## src/rtl/pe_cmd_issuer.sv

```systemverilog
// Initiator side of a message_passer PE's ack/ready command handshake.
// Queues host commands, issues them one at a time, returns captured PE state as a result beat.
module pe_cmd_issuer #(
  parameter int PRECISION        = 8,
  parameter int OUTPUT_PRECISION = 32,
  parameter int command_width    = 4,
  parameter int DEPTH            = 8,
  parameter int TIMEOUT          = 255
) (
  input  logic                        CLK,
  input  logic                        RST,
  input  logic                        in_valid,
  output logic                        in_ready,
  input  logic [command_width-1:0]    in_cmd,
  input  logic [OUTPUT_PRECISION-1:0] in_data,
  input  logic                        pe_ready,
  output logic                        pe_ack,
  output logic [command_width-1:0]    command_to_execute,
  output logic [PRECISION-1:0]        a_overwrite,
  output logic [PRECISION-1:0]        b_overwrite,
  output logic [OUTPUT_PRECISION-1:0] s_out_overwrite,
  input  logic [PRECISION-1:0]        pe_A,
  input  logic [PRECISION-1:0]        pe_B,
  input  logic [OUTPUT_PRECISION-1:0] pe_s_out,
  output logic                        res_valid,
  output logic [command_width-1:0]    res_cmd,
  output logic [PRECISION-1:0]        res_A,
  output logic [PRECISION-1:0]        res_B,
  output logic [OUTPUT_PRECISION-1:0] res_s_out,
  output logic                        busy,
  output logic                        timeout_err,
  input  logic                        clr_err
);
  localparam int AW = (DEPTH > 1) ? $clog2(DEPTH) : 1;
  localparam int WW = $clog2(TIMEOUT + 1);
  localparam logic [command_width-1:0] CMD_WR_A = command_width'(5);
  localparam logic [command_width-1:0] CMD_WR_B = command_width'(6);
  localparam logic [command_width-1:0] CMD_WR_S = command_width'(7);

  typedef enum logic [1:0] {IDLE, ACK, ISSUE, DONE} state_t;
  state_t state;

  logic [command_width-1:0]    cmd_mem  [DEPTH];
  logic [OUTPUT_PRECISION-1:0] data_mem [DEPTH];
  logic [AW-1:0]               wr_ptr, rd_ptr, head_ptr;
  logic [AW:0]                 count;
  logic [WW-1:0]               wd_cnt;
  logic                        full, empty, push, pop, avail_q, wd_fire, launch;
  logic [command_width-1:0]    head_cmd;
  logic [OUTPUT_PRECISION-1:0] head_data;

  assign full     = (count == (AW+1)'(DEPTH));
  assign empty    = (count == '0);
  assign in_ready = !full;
  assign push     = in_valid && !full;
  assign busy     = (state != IDLE) || !empty;

  // Watchdog fires only when the phase would otherwise keep waiting.
  assign wd_fire  = ((state == ACK && pe_ready) || (state == ISSUE && !pe_ready)) &&
                    (wd_cnt == WW'(TIMEOUT - 1));
  assign pop      = (state == DONE) || wd_fire;

  // In DONE the current head is being popped, so the next entry sits one slot ahead.
  // IDLE waits a cycle on avail_q so a fresh push is never read in its write cycle.
  assign head_ptr  = (state == DONE) ? rd_ptr + AW'(1) : rd_ptr;
  assign head_cmd  = cmd_mem[head_ptr];
  assign head_data = data_mem[head_ptr];
  assign launch    = (state == IDLE && avail_q && !empty) ||
                     (state == DONE && count > (AW+1)'(1));

  always_ff @(posedge CLK) begin
    if (push) begin
      cmd_mem[wr_ptr]  <= in_cmd;
      data_mem[wr_ptr] <= in_data;
    end
  end

  always_ff @(posedge CLK or posedge RST) begin
    if (RST) begin
      state              <= IDLE;
      wr_ptr             <= '0;
      rd_ptr             <= '0;
      count              <= '0;
      avail_q            <= 1'b0;
      wd_cnt             <= '0;
      pe_ack             <= 1'b0;
      command_to_execute <= '0;
      a_overwrite        <= '0;
      b_overwrite        <= '0;
      s_out_overwrite    <= '0;
      res_valid          <= 1'b0;
      res_cmd            <= '0;
      res_A              <= '0;
      res_B              <= '0;
      res_s_out          <= '0;
      timeout_err        <= 1'b0;
    end else begin
      avail_q   <= !empty;
      res_valid <= 1'b0;
      if (push) wr_ptr <= wr_ptr + AW'(1);
      if (pop)  rd_ptr <= rd_ptr + AW'(1);
      count <= count + (AW+1)'(push) - (AW+1)'(pop);

      if (wd_fire)      timeout_err <= 1'b1;
      else if (clr_err) timeout_err <= 1'b0;

      if (launch) begin
        command_to_execute <= head_cmd;
        case (head_cmd)
          CMD_WR_A: a_overwrite     <= head_data[PRECISION-1:0];
          CMD_WR_B: b_overwrite     <= head_data[PRECISION-1:0];
          CMD_WR_S: s_out_overwrite <= head_data;
          default: ;
        endcase
      end

      case (state)
        IDLE: if (launch) begin
          state  <= ACK;
          pe_ack <= 1'b1;
          wd_cnt <= '0;
        end
        ACK: begin
          if (!pe_ready) begin
            state  <= ISSUE;
            pe_ack <= 1'b0;
            wd_cnt <= '0;
          end else if (wd_fire) begin
            state  <= IDLE;
            pe_ack <= 1'b0;
            wd_cnt <= '0;
          end else begin
            wd_cnt <= wd_cnt + WW'(1);
          end
        end
        ISSUE: begin
          if (pe_ready) begin
            state     <= DONE;
            wd_cnt    <= '0;
            res_valid <= 1'b1;
            res_cmd   <= command_to_execute;
            res_A     <= pe_A;
            res_B     <= pe_B;
            res_s_out <= pe_s_out;
          end else if (wd_fire) begin
            state  <= IDLE;
            wd_cnt <= '0;
          end else begin
            wd_cnt <= wd_cnt + WW'(1);
          end
        end
        DONE: begin
          wd_cnt <= '0;
          if (launch) begin
            state  <= ACK;
            pe_ack <= 1'b1;
          end else begin
            state  <= IDLE;
          end
        end
        default: state <= IDLE;
      endcase
    end
  end
endmodule

```

## config.mk

```make
export PLATFORM = sky130hd
export DESIGN_NAME = pe_cmd_issuer
export DESIGN_NICKNAME = d
export VERILOG_FILES = /design/src/rtl/pe_cmd_issuer.sv
export SDC_FILE = /design/constraint.sdc
export NUM_CORES = 1
export LEC_CHECK = 0
export CAP_MARGIN = 20
export CORE_ASPECT_RATIO = 1.25
export CORE_MARGIN = 2
export CORE_UTILIZATION = 51
export DETAILED_ROUTE_END_ITERATION = 8
export PLACE_DENSITY_LB_ADDON = 0.3
export REMOVE_ABC_BUFFERS = 1
export SETUP_SLACK_MARGIN = 0.3
export SYNTH_ARGS = -nofsm -noshare
export SYNTH_HDL_FRONTEND = slang
export SYNTH_SLANG_ARGS = --single-unit
```

## constraint.sdc

```tcl
create_clock -name CLK -period 4.2 [get_ports CLK]
set_clock_uncertainty 0.05 [all_clocks]
set_input_delay 0.84 -clock CLK [delete_from_list [all_inputs] [get_ports CLK]]
set_output_delay 0.84 -clock CLK [all_outputs]
set_load 0.1 [all_outputs]
```

Word-level counts from Yosys, hierarchy flattened. Memory sizes are Yosys's and may differ from the RTL's. Index checks and enable logic that the tools add are counted.

Add/subtract/negate cells: 5. Equal/unequal tests: 11. Reductions and logical operators: 25. Muxes and demuxes: 22. Magnitude comparators: 1.

Operators by type and width (count): $mux 8 (4); $pmux 8 s4 (1); $eq 4x3->1 const B (3); $mux 1 (10); $add 8x1->8 const B (1); $eq 8x8->1 const B (1); $mux 2 (4); $pmux 2 s4 (1); $reduce_and 2->1 (4); $logic_and 1x1->1 (7); $add 3x1->3 const B (2); $reduce_bool 2->1 (3); $add 4x1->4 (1); $eq 2x2->1 const B (2); $eq 4x4->1 const B (1); $gt 4x1->1 const B (1); $logic_not 4->1 (1); $logic_or 1x1->1 (4); $sub 4x1->4 (1); $logic_not 1->1 (3); $mux 3 (1); $ne 3x3->1 const B (1); $reduce_and 3->1 (1); $eq 2x1->1 const B (1); other kinds (5) (5).

Bits of input ports: 89. Memories kept: 2. Bits in registers: 128. Memory bits (writable): 288. Output and inout port bits: 109.

Memories: data_mem (words 8, bits a word 32, read ports 1, clocked after memory_dff 0, write ports 1, RTL line 44) `logic [OUTPUT_PRECISION-1:0] data_mem [DEPTH];`; cmd_mem (words 8, bits a word 4, read ports 1, clocked after memory_dff 0, write ports 1, RTL line 43) `logic [command_width-1:0] cmd_mem [DEPTH];`.

Logic depth before layout (Yosys ltp).
Depth in word-level cells: 7. Gate-level depth with buffers: 12.

Worst setup path after synthesis. No wires, ideal clock.

Path kind: flip-flop to flip-flop. Start: register count[2]. End: memory cmd_mem[0][0] (enable). Cell stages (with the launch flop): 7. Slack: -0.641 ns. Arrival: 4.317 ns. Data required time: 3.676 ns. Path buffers: 0. Cell sequence: dfrtp_1 > inv_1 > ha_1 > nand2_1 > nand2_1 > or2_2 > nor3_1.

Word-level cells in the longest chain between the ends: 5.

Ends and longest elaborated chain: from (decl) (RTL line 46) `logic [AW:0] count;`; from (signal assigned) (RTL line 102) `count <= count + (AW+1)'(push) - (AW+1)'(pop);`; $eq 4x4->1 (RTL line 52) `assign full = (count == (AW+1)'(DEPTH));`; $logic_not 1->1; net in_ready (RTL line 13) `output logic in_ready,`; $logic_and 1x1->1 (RTL line 55) `assign push = in_valid && !full;`; $mux 1 (RTL line 72) `if (push) begin`; $mux 1 (implied by the code) (RTL line 73) `cmd_mem[wr_ptr] <= in_cmd;`; to (decl) (RTL line 43).

The timed path passes the listed nets, and every way through them passes these cells.

Worst setup path after layout.
Start: register state[1]. End: register s_out_overwrite[28].

Word-level cells in the longest chain between the ends: 5. Elaborated cells on any way between the ends: 11. Those cells by class: 2 x eq/ne; 1 x mux; 6 x reduce/logical; 2 x memory.

Ends and longest elaborated chain: from (decl) (RTL line 41) `state_t state;`; from (signal assigned) (RTL line 80) `state <= IDLE;`; from (signal assigned) (RTL line 119) `state <= ACK;`; from (signal assigned) (RTL line 125) `state <= ISSUE;`; $eq 2x2->1 / $logic_not 2->1 (equally long branches) (RTL line 65, 69, 68); $mux 3 / $logic_and 1x1->1 (equally long branches) (RTL line 65, 68); $mem_v2 8x4 / $logic_and 1x1->1 (equally long branches); $eq 4x3->1 / $logic_or 1x1->1 (equally long branches) (RTL line 109, 68); $reduce_and 2->1 (no line); to (signal assigned) (RTL line 112) `CMD_WR_S: s_out_overwrite <= head_data;`; to (decl) (RTL line 21) `output logic [OUTPUT_PRECISION-1:0] s_out_overwrite,`.

Parallel ways exist; a longest one is shown, timed or not. A chain may end at the register's enable or synchronous reset.

==> results.yml <==
place:
  io_buffers: 197
  place_area_um2: 21300
  place_congestion: 0.761
  dp_hpwl_um: 25500
  dpl_worst_slack_ps: 631
run:
  cap_violations: 0
critical_path:
  cp_data_required_time_ps: 4570
  critPathMaxFanout: 32
  cp_cell_sequence: "ha_1 -> nand2_2 -> xnor2_4 -> buf_4 -> nor3_1 -> nor2_1 -> or4b_4 -> mux2_4"
  critPathLaunchType: "flip-flop"
  arrival_ps: 3980
  cp_slowest_stage_delay_ps: 860
  criticalPathCategory: "flip-flop to flip-flop"
  crit_slowest_cell: "or4b_4"
  end_kind: "flip-flop"
global_route:
  first_global_vias: 11900
  grt_usage: 0.217
  grt_pass1_wl_um: 65000
  grt_overflow: 0
  antenna_found_initial: 4
  grt_max_degree: 120
detailed_routing:
  num_vias: 11600
  first_pass_iters: 5
  drtIter0Drc: 758
  remaining_drc_errors: 0
  detail_route.wl_per_cell_um: 21.2
  drt-total-wl_um: 42100
  viasPerCell: 5.82
  ant_nets: 0
synthesis:
  async_flop_share: 0.308
  postSynthCellCount: 1276
  synth_top_area_frac: 0.461
  yosysTopAreaCell: "edfxtp_1"
  synth_cell_types: 50
  syn_area_um2: 18800
  synth_edf_count: 288
  synth-seq-cells: 416
  yosysWarnings: 0
  ys.flop_type: "edfxtp_1"
  ys_top_cells_by_count: "edfxtp_1 (288), mux2i_1 (288), o22ai_1 (140), dfrtp_1 (128), mux2_2 (76)"
  ys_top_cells_by_area: "edfxtp_1 (46%), dfrtp_1 (17%), mux2i_1 (15%)"
  yosysSeqAreaShare: 0.632
  avgSynthCellArea_um2: 14.7
floorplan:
  core_um2: 36300
  dieWidth_um: 176
  rows: 78
  dieArea_um2: 38300
  ios: 198
  initial_utilization: 0.517
  die_h_um: 218
sta:
  worstMarginPinSlew_ps: 1050
  final-hold-violation-count: 0
  relSlewSlack: 0.298
  min_period_ps: 3600
  worst_slack_ps: 597
  final-max-slew-violation-count: 0
  fmax_mhz: 278
  grt_setup_unrepaired: "no"
  setup_tns_ps: 0
  period_share: 0.858
  setup_viol: 0
clock_network:
  cts_inserted_buffers: 42
  cts_tree: "built"
  clock_latency_ps: 550
  clkSinkCount: 416
  cts_setup_buffers: 0
  cts_max_level: 2
  cts.clk_slew.worst_paths_ps: 60
  ctsHoldBuffers: 0
  root_buffer: "clkbuf_16"
  post_cts_resized: 0
  clk_path_buf_depth: 3
cells_and_area:
  utilization: 0.628
  design_area_um2: 22800
  drive_gt1_frac: 0.154
  fin_nets: 1577
  syn_to_final_growth_pct: 21.5
  fillers: 2726
hold_path:
  hp-class: "flip-flop to flip-flop"
run_status:
  outcome: "finished clean"
metrics by stage:
step	cells	hold slack, ps
final	1988	440
after floorplan	1195	439
after global placement	1907	437
after CTS	1983	449
after detailed placement	1907	435
after global routing	1986	462
final cells by class:
cell class	instances	area, um^2	area share
flip-flops and latches	416	11900	0.520
multi-input cells	765	6540	0.287
repair buffers	233	2320	0.102
clock buffers	57	1210	0.0531
well taps	480	601	0.0263
clock inverters	19	203	0.00889
inverters	14	57.6	0.00252
diodes	4	10.0	0.000439
cell families (layout without fill, tap and decap cells):
group,Yosys count,after routing,share of synthesized area
muxes,394,394,0.223
adders and majority gates,16,16,0.0111
xor gates and xnor gates,13,13,0.00687
AOI/OAI and AO/OA,211,211,0.0681
buffers and inverters,95,323,0.0247
and+or+nand+nor,131,131,0.0343
other,0,4,0
DFF,416,416,0.632
worst paths after layout:
check / start / endpoint / slack, ps / cells after the start
setup / recovery: state[1]$_DFFE_PP0P_ / s_out_overwrite[28]$_DFFE_PP0P_ / 600 / 8
hold / removal: timeout_err$_DFFE_PP0P_ / timeout_err$_DFFE_PP0P_ / 440 / 1
setup reg to reg: state[1]$_DFFE_PP0P_ / s_out_overwrite[28]$_DFFE_PP0P_ / 600 / 8
hold reg to reg: timeout_err$_DFFE_PP0P_ / timeout_err$_DFFE_PP0P_ / 440 / 1
max in group asynchronous: RST / rd_ptr[0]$_DFFE_PP0P_ / 2510 / 2
min in group asynchronous: RST / res_s_out[31]$_DFFE_PP0P_ / 800 / 2
routing by layer:
| metal | GRT usage | up-vias | part of all wire |
|---|---|---|---|
| met1 | 0.266 | 5811 | 0.40 |
| met4 | 0.0771 | 0 | 0.028 |
| met5 | 0 | - | 0 |
| li1 | - | 5332 | - |
| met3 | 0.0395 | 76 | 0.062 |
| met2 | 0.385 | 354 | 0.51 |
flip-flops by register name, summed over array words and instances (netlist names):
register / cells
command_to_execute: 4
a_overwrite: 8
pe_ack: 1
state: 2
res_B: 8
res_cmd: 4
avail_q: 1
res_s_out: 32
wd_cnt: 8
wr_ptr: 3
s_out_overwrite: 32
data_mem: 256
count: 4
rd_ptr: 3
b_overwrite: 8
timeout_err: 1
res_valid: 1
cmd_mem: 32
res_A: 8
worst max-delay path: cells and delay by family (launching register included):
| family | cells | cell delay [ps] |
|---|---|---|
| xor+xnor | 1 | 240 |
| buf+inv | 1 | 360 |
| mux | 1 | 420 |
| flops | 1 | 380 |
| fa+ha+maj | 1 | 520 |
| simple gates | 4 | 1480 |
cell usage in the layout (no fill, tap or decap), drive strengths merged, types with 3 or more instances in the layout:
cell           synthesis  final
inv                   14     16
clkinv                 0     11
xnor2                  7      7
nand2                 38     38
nor2b                  5      5
a21oi                  6      6
ha                    15     15
nor3                  27     27
mux2i                288    288
nand2b                 6      6
o21ai                 53     53
mux2                 106    106
edfxtp               288    288
dfrtp                128    128
nor2                  30     30
diode                  0      4
nand4                  3      3
buf                   50     36
xor2                   6      6
clkbuf                31     57
o22ai                140    140
nand3                  9      9
bufinv                 0      4
clkdlybuf4s50          0    197
Power is left out: the tool's default activity adds up to more than one toggle a clock period on the data nets, which glitch-free logic cannot reach.
